### src/rtl/pio_snoop_pkg.sv
// Shared definitions for the PIO snoop/inject paths: FIFO word layout,
// TLP header field offsets and the TX inject state encoding.
package pio_snoop_pkg;

   localparam int DATA_LSB  = 0;
   localparam int DATA_W    = 64;
   localparam int LO_EN_BIT = 64;
   localparam int HI_EN_BIT = 65;
   localparam int SOT_BIT   = 68;

   localparam int FMT_LSB  = 29;
   localparam int TYPE_LSB = 24;
   localparam int LEN_LSB  = 0;
   localparam int LEN_W    = 10;

   typedef enum logic [1:0] {
      ST_IDLE,
      ST_HDR,
      ST_DATA,
      ST_DROP
   } tx_state_t;

   // A zero length field with a payload-bearing fmt means the 1024-dword maximum.
   function automatic logic [10:0] payload_dwords(input logic [31:0] dw0);
      logic [LEN_W-1:0] len;
      len = dw0[LEN_LSB +: LEN_W];
      if (!dw0[FMT_LSB+1]) return 11'd0;
      if (len == '0) return 11'd1024;
      return {1'b0, len};
   endfunction

   function automatic logic [10:0] total_dwords(input logic [31:0] dw0);
      return (dw0[FMT_LSB] ? 11'd4 : 11'd3) + payload_dwords(dw0);
   endfunction

endpackage

### src/rtl/pio_tx_skid.sv
// AXI4-Stream output register: a beat holds until accepted, and a new beat
// may load in the same cycle the current one is taken.
module pio_tx_skid (
   input  logic        clk,
   input  logic        rst,
   input  logic        load,
   input  logic [63:0] data,
   input  logic [7:0]  keep,
   input  logic        last,
   input  logic [3:0]  user,
   output logic        ready,
   input  logic        tready,
   output logic [63:0] tdata,
   output logic [7:0]  tkeep,
   output logic        tlast,
   output logic [3:0]  tuser,
   output logic        tvalid
);

   assign ready = !tvalid || tready;

   always_ff @(posedge clk or posedge rst) begin
      if (rst) begin
         tvalid <= 1'b0;
         tdata  <= '0;
         tkeep  <= '0;
         tlast  <= 1'b0;
         tuser  <= '0;
      end else if (load) begin
         tvalid <= 1'b1;
         tdata  <= data;
         tkeep  <= keep;
         tlast  <= last;
         tuser  <= user;
      end else if (tready) begin
         tvalid <= 1'b0;
      end
   end

endmodule

### src/rtl/pio_tx_inject.sv
// Replays framed TLP words from the receive FIFO onto the PCIe AXIS TX port.
// Define PIO_TX_STATS_EN to add the tlp_count/err_count statistics ports.
module pio_tx_inject #(
   parameter int MAX_PAYLOAD_DW = 256
) (
   input  logic        clk,
   input  logic        sys_rst,
   input  logic [71:0] dout,
   input  logic        empty,
   output logic        rd_en,
   output logic [63:0] s_axis_tx_tdata,
   output logic [7:0]  s_axis_tx_tkeep,
   output logic        s_axis_tx_tlast,
   output logic        s_axis_tx_tvalid,
   input  logic        s_axis_tx_tready,
   output logic [3:0]  s_axis_tx_tuser
`ifdef PIO_TX_STATS_EN
   ,
   output logic [31:0] tlp_count,
   output logic [15:0] err_count
`endif
);

   import pio_snoop_pkg::*;

   localparam logic [11:0] MAX_PDW = 12'(MAX_PAYLOAD_DW);

   tx_state_t   state, next_state;
   logic        run;
   logic [63:0] stage_data;
   logic [9:0]  stage_left;
   logic        stage_odd;
   logic        stage_last;
   logic        is_marker, is_data, avail;
   logic [10:0] hdr_pdw, hdr_tdw;
   logic [9:0]  hdr_words;
   logic        oversize;
   logic        skid_ready;
   logic        load, load_last, load_dsc;
   logic [7:0]  load_keep;
   logic        take_hdr, take_next;
   logic        unused_bits;

   assign unused_bits = &{1'b0, dout[71:69], dout[67:66]};

   // run holds the FIFO untouched for the first cycle after reset release.
   assign avail      = run && !empty;
   assign is_marker  = dout[SOT_BIT];
   assign is_data    = !dout[SOT_BIT] && (dout[HI_EN_BIT] || dout[LO_EN_BIT]);
   assign hdr_pdw    = payload_dwords(dout[31:0]);
   assign hdr_tdw    = total_dwords(dout[31:0]);
   assign hdr_words  = 10'((hdr_tdw + 11'd1) >> 1);
   assign oversize   = {1'b0, hdr_pdw} > MAX_PDW;
   assign stage_last = (stage_left == 10'd1);

   always_comb begin
      next_state = state;
      rd_en      = 1'b0;
      load       = 1'b0;
      load_last  = 1'b0;
      load_keep  = 8'hFF;
      load_dsc   = 1'b0;
      take_hdr   = 1'b0;
      take_next  = 1'b0;
      case (state)
         ST_IDLE: begin
            rd_en = avail;
            if (avail && is_marker) next_state = ST_HDR;
         end
         ST_HDR: begin
            rd_en = avail;
            if (avail) begin
               if (is_data) begin
                  if (oversize) begin
                     next_state = ST_DROP;
                  end else begin
                     take_hdr   = 1'b1;
                     next_state = ST_DATA;
                  end
               end else if (!is_marker) begin
                  next_state = ST_IDLE;
               end
            end
         end
         ST_DATA: begin
            // The final word goes out without waiting on a lookahead word.
            if (stage_last) begin
               if (skid_ready) begin
                  load       = 1'b1;
                  load_last  = 1'b1;
                  load_keep  = stage_odd ? 8'h0F : 8'hFF;
                  next_state = ST_IDLE;
               end
            end else begin
               rd_en = avail && skid_ready;
               if (rd_en) begin
                  load = 1'b1;
                  if (is_data) begin
                     take_next = 1'b1;
                  end else begin
                     load_last  = 1'b1;
                     load_dsc   = 1'b1;
                     next_state = is_marker ? ST_HDR : ST_IDLE;
                  end
               end
            end
         end
         ST_DROP: begin
            rd_en = avail;
            if (avail && is_marker) next_state = ST_HDR;
            else if (avail && !is_data) next_state = ST_IDLE;
         end
         default: next_state = ST_IDLE;
      endcase
   end

   always_ff @(posedge clk or posedge sys_rst) begin
      if (sys_rst) begin
         state      <= ST_IDLE;
         run        <= 1'b0;
         stage_data <= '0;
         stage_left <= '0;
         stage_odd  <= 1'b0;
      end else begin
         run   <= 1'b1;
         state <= next_state;
         if (take_hdr) begin
            stage_data <= dout[DATA_LSB +: DATA_W];
            stage_left <= hdr_words;
            stage_odd  <= hdr_tdw[0];
         end else if (take_next) begin
            stage_data <= dout[DATA_LSB +: DATA_W];
            stage_left <= stage_left - 10'd1;
         end
      end
   end

   pio_tx_skid u_skid (
      .clk    (clk),
      .rst    (sys_rst),
      .load   (load),
      .data   (stage_data),
      .keep   (load_keep),
      .last   (load_last),
      .user   ({load_dsc, 3'b000}),
      .ready  (skid_ready),
      .tready (s_axis_tx_tready),
      .tdata  (s_axis_tx_tdata),
      .tkeep  (s_axis_tx_tkeep),
      .tlast  (s_axis_tx_tlast),
      .tuser  (s_axis_tx_tuser),
      .tvalid (s_axis_tx_tvalid)
   );

`ifdef PIO_TX_STATS_EN
   logic stray_run, tlp_inc, err_inc;

   // A run of stray data words in IDLE counts as a single error.
   always_comb begin
      tlp_inc = (state == ST_DATA) && stage_last && skid_ready;
      err_inc = 1'b0;
      case (state)
         ST_IDLE: err_inc = avail && is_data && !stray_run;
         ST_HDR:  err_inc = avail && (!is_data || oversize);
         ST_DATA: err_inc = load && load_dsc;
         default: err_inc = 1'b0;
      endcase
   end

   always_ff @(posedge clk or posedge sys_rst) begin
      if (sys_rst) begin
         stray_run <= 1'b0;
         tlp_count <= '0;
         err_count <= '0;
      end else begin
         if (state == ST_IDLE && avail) stray_run <= is_data;
         if (tlp_inc && tlp_count != '1) tlp_count <= tlp_count + 32'd1;
         if (err_inc && err_count != '1) err_count <= err_count + 16'd1;
      end
   end
`endif

endmodule
### config.mk
export PLATFORM = sky130hd
export DESIGN_NAME = pio_tx_inject
export DESIGN_NICKNAME = d
export VERILOG_FILES = /design/src/rtl/pio_snoop_pkg.sv /design/src/rtl/pio_tx_skid.sv /design/src/rtl/pio_tx_inject.sv
export SDC_FILE = /design/constraint.sdc
export NUM_CORES = 1
export LEC_CHECK = 0
export ABC_CLOCK_PERIOD_IN_PS = 8100
export BUFFER_PORTS_ARGS = -buffer_cell sky130_fd_sc_hd__buf_4
export CAP_MARGIN = 30
export CORE_MARGIN = 4
export CORE_UTILIZATION = 58
export CTS_CLUSTER_DIAMETER = 40
export DETAILED_ROUTE_END_ITERATION = 16
export PLACE_DENSITY = 0.85
export REMOVE_ABC_BUFFERS = 1
export SYNTH_ARGS = -nofsm -noshare
export SYNTH_HDL_FRONTEND = slang
export SYNTH_SLANG_ARGS = --single-unit
### constraint.sdc
create_clock -name clk -period 8.1 [get_ports clk]
set_input_delay 0.405 -clock clk [delete_from_list [all_inputs] [get_ports clk]]
set_output_delay 0.405 -clock clk [all_outputs]
set_load 0.01 [all_outputs]
==> metrics.csv, run 1 <==
stage,metric,value,unit
clocking,Post-CTS Setup Inserts,0,
pwr,Combinational Power Share,0.329,
yosys,Seq cells post-synth,147,
route,WL final,14200,µm
critical_path,flop2flop setup slack,5.08,ns
route,DRT Pass-1 Iters,5,
pwr,Cell Pwr Density,372,nW/µm²
critical_path,largest fanout on the critical path,53,
grt,Tot GR Track Use,0.222,
critical_path,Critical Path Sink Type,register,
worst_hold_path,Hold WC Path Type,in2async,
yosys,synthesized area,6610,µm²
yosys,Post-synth EDFFs,0,
pwr,share of power burned in registers,0.427,
critical_path,Worst R2R Start,stage_left[3]$_DFFE_PP0P_,
yosys,sequential fraction of the synthesis area,0.556,
yosys,Yosys top cell by area,dfrtp_1,
yosys,Synth Flop Type,dfrtp_1,
final_layout,share of layout cells above drive strength 1,0.519,
sta,Final Hold Fails,0,
sta,Slew @ Worst Pin,0.947,ns
critical_path,WP data arrival,3.32,ns
clocking,clock tree from TritonCTS,yes,
sta,fin crit period,3.02,ns
sta,Max Slew Vio Count,0,
clocking,Root Driver,clkbuf_16,
route,WL per Instance,18.9,µm
sta,unrepaired setup endpoints after global routing,no,
pwr,Max VDD drop,243,µV
route,number of nets still failing antenna checks after routing,0,
placed_design,placed instance area,7680,µm²
critical_path,startpoint types,register,
critical_path,worst-case reg-to-reg path depth,7,
yosys,Post-synth ARST share,1.00,
floorplan,Core Area,11000,µm²
final_layout,Fillers,672,
critical_path,Crit Path Category,reg2reg,
clocking,Worst-path clk slew,0.06,ns
route,Via density,5.53,
floorplan,num ports,155,
yosys,share of the synthesized area in the top cell type,0.556,
grt,first-pass GRT wire length,22600,µm
grt,antenna violations before repair,0,
clocking,clock tree buffer depth,2,
pwr,Net Switching,902,µW
yosys,Area contributors post-synth,"dfrtp_1 56%, mux2_4 14%, mux2_2 11%, buf_12 1.8%, nand2_1 1.2%",
sta,fin crit share,0.372,
placed_design,GP Congestion,0.852,
clocking,Num CTS Buffers,17,
grt,total grt overflow,0,
final_layout,Final Instance Area,8250,µm²
clocking,cts hold-fix bufs,0,
pwr,clock power share,0.243,
floorplan,Starting Density,0.602,
final_layout,nets,683,
yosys,Post-synth top cells,"147 x dfrtp_1, 66 x mux2_2, 60 x mux2_4",
run_status,status,completed,
clocking,post-cts sizing count,0,
route,Via Count,4164,
route,initial DRC count,258,
clocking,CTS HTree Levels,4,
placed_design,Port Buf Inserts,146,
pwr,Pint,2170,µW
pwr,Net Sw Frac,0.294,
critical_path,reg2reg end,stage_data[11]$_DFFE_PP0P_,
job,Max Cap Viol,0,
final_layout,area growth from synthesis to layout,24.8,%
yosys,"count leader, synth",dfrtp_1,
placed_design,HPWL Detailed,9380,µm
floorplan,num rows,38,
sta,Slew HR,0.369,
sta,Highest Clock Rate,331,MHz
yosys,Syn Inst Count,457,
yosys,"Avg Cell Area, Syn",14.5,µm²
clocking,clk_lat worst skew,0.42,ns
grt,largest net degree at the start of global routing,91,
route,remaining routing DRC violations,0,
sta,skew final,0.00487,ns
sta,# setup viols final,0,
critical_path,Critical Path RT,8.40,ns
floorplan,Die Y,115,µm
yosys,synth warn,0,
grt,vias in the first global route,4496,
pwr,leak pwr,0.00413,µW
floorplan,die span in x,115,µm
clocking,clk sinks,147,
final_layout,diodes inserted,0,
final_layout,fin util,0.751,
yosys,Synth cell types,56,
floorplan,die area,13200,µm²
sta,total negative setup slack,0,ns
-- placed cells by master, fill, tap and decap left out, drive strengths merged, types with 8 or more instances in the layout --
cell	count
xor2	9
clkbuf	23
nand2	22
dfrtp	147
mux2	128
o21ai	8
buf	149
inv	8
a21oi	14
nor2	22
-- state kept, by name, indices dropped and copies added, names as in the netlist --
name	flops
u_skid.tvalid	1
u_skid.tuser	1
stage_left	10
u_skid.tdata	64
u_skid.tkeep	2
state	2
stage_data	64
stage_odd	1
u_skid.tlast	1
run	1
-- power by group through the flow --
stage               combinational [µW]  clock [µW]  sequential, µW
floorplan                          536           0            1340
finish                            1010         746            1310
detailed placement                1010           0            1310
global placement                   981           0            1280
CTS                               1030         760            1310
global route                      1090         792            1350
-- worst max-delay path by stage --
stage                               from                    endpoint  depth (start not counted)
2_1_floorplan                    sys_rst               run$_DFF_PP0_                          1
3_3_place_gp                     dout[0]  stage_data[11]$_DFFE_PP0P_                          7
3_5_place_dp                    dout[30]   stage_left[7]$_DFFE_PP0P_                         10
4_1_cts        stage_left[3]$_DFFE_PP0P_  stage_data[11]$_DFFE_PP0P_                          7
5_1_grt        stage_left[3]$_DFFE_PP0P_  stage_data[11]$_DFFE_PP0P_                          7
6_report       stage_left[3]$_DFFE_PP0P_  stage_data[11]$_DFFE_PP0P_                          7
-- per-layer routing --
| layer | routed length (µm) | vias to the layer above | track usage | part of all wire |
|---|---|---|---|---|
| li1 | - | 1887 | - | - |
| met3 | 911 | 20 | 0.0684 | 0.064 |
| met5 | 0 | - | 0 | 0 |
| met2 | 7170 | 149 | 0.378 | 0.50 |
| met4 | 167 | 0 | 0.0720 | 0.012 |
| met1 | 5950 | 2108 | 0.271 | 0.42 |
-- stage by stage --
step	hold WS, ns	instances	power (µW)	setup WS, ns
2_1_floorplan	0.444	432	1870	3.74
4_1_cts	0.156	753	3090	5.13
5_1_grt	0.185	753	3230	4.99
3_3_place_gp	0.462	720	2260	4.79
6_report	0.121	753	3070	5.08
3_5_place_dp	0.467	721	2320	4.91
-- cell families (layout without fill, tap and decap cells) --
group           Yosys count  in the layout  share of synthesized area
xor+xnor                 13             13                     0.0172
fa+ha+maj                 7              7                     0.0144
mux                     130            130                      0.255
flops                   147            147                      0.556
compound gates           43             43                     0.0467
buf+inv                  35            189                     0.0437
other cells               2              4                    0.00114
simple gates             80             80                     0.0653
-- worst max-delay path: stages (launching register included) --
cell and delay (ns):
dfrtp_1 0.45, nor4_4 0.41, nand4_4 0.19, and3_4 0.26
a21oi_4 0.43, buf_4 0.36, buf_16 0.33, mux2_1 0.37
-- cell type report --
| class | instances | area, µm² | area share |
|---|---|---|---|
| clock buffers | 23 | 488 | 0.0592 |
| repair buffers | 149 | 1140 | 0.138 |
| flip-flops and latches | 147 | 3680 | 0.446 |
| well taps | 140 | 175 | 0.0212 |
| multi-input cells | 277 | 2650 | 0.322 |
| inverters | 8 | 35.0 | 0.00425 |
| clock inverters | 9 | 78.8 | 0.00956 |
(Power assumes the default switching activity.)
==> run 2, diff against run 1 <==
ABC_CLOCK_PERIOD_IN_PS = 3050   (was 8100)
CORE_UTILIZATION = 54   (was 58)
PLACE_DENSITY = 0.8   (was 0.85)
clock period = 3.05 ns   (was 8.1 ns; I/O delays follow)
==> run 2 against run 1 <==
Against the previous run:
- design area up 7.1%
- cell count is 8.9% higher
- global-route usage is 0.12 points higher
- combinational power rose to 2.7 times the previous value
- sequential share of layout area decreased by 2.9 points
- first-iteration DRC count grew 21%
- critical path depth grew 4
- worst setup slack worse by 4.8 ns
- register-to-register slack got worse by 4.6 ns
- non-clock buffer count rose by 61
- flip-flop and latch count unchanged
- largest cell class unchanged
==> metrics.csv, run 2 (synthesized netlist as in run 1, its figures left out) <==
stage,metric,value,unit,change
route,WL per Instance,18.5,µm,was 18.9 µm
critical_path,WP data arrival,3.13,ns,was 3.32 ns
final_layout,most frequent cells in the layout,"151 x buf_4, 147 x dfrtp_1, 66 x mux2_2",,"was 148 x buf_4, 147 x dfrtp_1, 66 x mux2_2"
pwr,Pint,5700,µW,was 2170 µW
placed_design,Inst Count DP,732,,was 721
clocking,clock tree from TritonCTS,yes,,unchanged
sta,Final Hold Fails,0,,unchanged
grt,largest net degree at the start of global routing,89,,was 91
floorplan,num ports,155,,unchanged
floorplan,Core Area,12000,µm²,"was 11,000 µm²"
clocking,Num CTS Buffers,17,,unchanged
final_layout,share of layout cells above drive strength 1,0.478,,was 0.519
final_layout,non-filler instance count after layout,820,,was 753
placed_design,GP Congestion,0.850,,was 0.852
clocking,clock tree buffer depth,2,,unchanged
job,Max Cap Viol,0,,unchanged
critical_path,Critical Path Sink Type,register,,unchanged
pwr,share of power burned in registers,0.430,,was 0.427
final_layout,"commonest non-fill, non-tap cell in the layout",buf_4,,unchanged
final_layout,nets,744,,was 683
floorplan,Die Y,119,µm,was 115 µm
pwr,Net Switching,2420,µW,was 902 µW
run_status,status,completed,,unchanged
grt,total grt overflow,0,,unchanged
sta,skew final,0.00744,ns,was 0.00487 ns
floorplan,Starting Density,0.550,,was 0.602
sta,Slew HR,0.479,,was 0.369
route,WL final,15100,µm,"was 14,200 µm"
critical_path,Crit Path Category,in2reg,,was reg2reg
route,initial DRC count,312,,was 258
sta,Highest Clock Rate,359,MHz,
pwr,Combinational Power Share,0.341,,was 0.329
pwr,Max VDD drop,536,µV,was 243 µV
critical_path,startpoint types,input port,,was register
final_layout,largest registers,"stage_data (64), u_skid.tdata (64), stage_left (10)",,unchanged
clocking,Worst-path clk slew,0.06,ns,about the same
sta,worst setup margin,0.261,ns,was 5.08 ns
clocking,clk_lat worst skew,0.42,ns,about the same
final_layout,diodes inserted,0,,unchanged
floorplan,die area,14100,µm²,"was 13,200 µm²"
critical_path,Critical Path RT,3.39,ns,was 8.40 ns
route,remaining routing DRC violations,0,,unchanged
pwr,clock power share,0.229,,was 0.243
route,Via Count,4352,,"was 4,164"
pwr,leak pwr,0.00437,µW,was 0.00413 µW
grt,first-pass GRT wire length,24700,µm,"was 22,600 µm"
sta,fin crit period,2.79,ns,
sta,# setup viols final,0,,unchanged
sta,unrepaired setup endpoints after global routing,no,,unchanged
grt,vias in the first global route,4748,,"was 4,496"
grt,antenna violations before repair,0,,unchanged
route,DRT Pass-1 Iters,4,,was 5
critical_path,largest fanout on the critical path,4,,was 53
route,number of nets still failing antenna checks after routing,0,,unchanged
clocking,clk sinks,147,,unchanged
sta,Max Slew Vio Count,0,,unchanged
sta,fin crit share,0.914,,
grt,Tot GR Track Use,0.223,,was 0.222
clocking,Root Driver,clkbuf_16,,unchanged
final_layout,area growth from synthesis to layout,33.6,%,was 24.8%
sta,Slew @ Worst Pin,0.782,ns,was 0.947 ns
placed_design,HPWL Detailed,9550,µm,was 9380 µm
route,Via density,5.31,,was 5.53
floorplan,die span in x,119,µm,was 115 µm
final_layout,Fillers,742,,was 672
pwr,Cell Pwr Density,919,nW/µm²,was 372 nW/µm²
placed_design,Port Buf Inserts,146,,unchanged
floorplan,num rows,40,,was 38
pwr,Net Sw Frac,0.298,,was 0.294
clocking,CTS HTree Levels,4,,unchanged
worst_hold_path,Hold WC Path Type,in2reg,,was in2async
placed_design,pre-CTS WS,0.212,ns,was 4.91 ns
clocking,Post-CTS Setup Inserts,0,,unchanged
run 2: cell types whose count changed in the layout (fill, tap and decap cells not counted), sizes merged:
cell / change
buf: +4
bufinv: -1
clkbuf: -1
clkinv: +1
dlygate4sd3: +57
run 2: cell type report:
| type | count | area, µm² | share of cell area |
|---|---|---|---|
| inverters | 8 | 35.0 | 0.00397 |
| well taps | 147 | 184 | 0.0208 |
| flip-flops and latches | 147 | 3680 | 0.417 |
| multi-input cells | 277 | 2660 | 0.301 |
| clock buffers | 22 | 474 | 0.0537 |
| repair buffers | 210 | 1740 | 0.198 |
| clock inverters | 9 | 57.6 | 0.00652 |
run 2: worst paths after layout:
path                                            from                           end  slack (ns)  cells past startpoint
hold reg to reg            stage_data[3]$_DFFE_PP0P_     stage_data[3]$_DFFE_PP0P_        0.48                      2
setup / recovery                             dout[0]     stage_left[7]$_DFFE_PP0P_        0.26                     11
setup reg to reg           stage_left[3]$_DFFE_PP0P_     stage_data[2]$_DFFE_PP0P_        0.49                      6
max in group asynchronous                    sys_rst  u_skid.tdata[57]$_DFFE_PP0P_        1.78                      4
min in group asynchronous                    sys_rst    stage_data[45]$_DFFE_PP0P_        0.47                      3
hold / removal                               dout[2]     stage_data[2]$_DFFE_PP0P_        0.03                      2
run 2: repair_timing:
item / 4_1_cts / 5_1_grt
hold endpoints to repair: 143 / 0
hold buffers: 57 / 0
endpoints found under the setup margin: 0 / 1
gates resized for setup: 0 / 1
run 2: power by group through the flow:
stage	clock, µW	sequential (µW)	combinational, µW
after floorplan	0	3550	1420
after global placement	0	3400	2620
after detailed placement	0	3490	2690
after CTS	1900	3470	2780
after global routing	2000	3600	2970
final	1860	3490	2770
run 2: per-layer routing:
layer,vias to the layer above,global-route usage,share of wire
li1,2007,-,-
met1,2191,0.275,0.42
met2,135,0.378,0.51
met3,19,0.0632,0.053
met4,0,0.0746,0.013
met5,-,0,0
run 2: critical path: stages:
cell	delay [ns]
dlygate4sd3_1	0.53
buf_4	0.14
and2_1	0.15
ha_1	0.22
fa_1	0.42
a21oi_2	0.21
o21a_1	0.13
o21ai_0	0.17
a2111oi_2	0.34
or3b_2	0.50
a22oi_2	0.16
run 2: metrics by stage:
stage	util	area [µm²]	hold slack, ns	setup TNS (ns)	power, µW
after floorplan	-	6360	0.284	-180.84	4970
after global placement	0.643	7720	0.342	0	6030
after detailed placement	0.643	7720	0.365	0	6180
after CTS	0.735	8830	0.00353	0	8150
after global routing	0.735	8830	0.00340	0	8570
final	0.735	8830	0.0293	0	8110
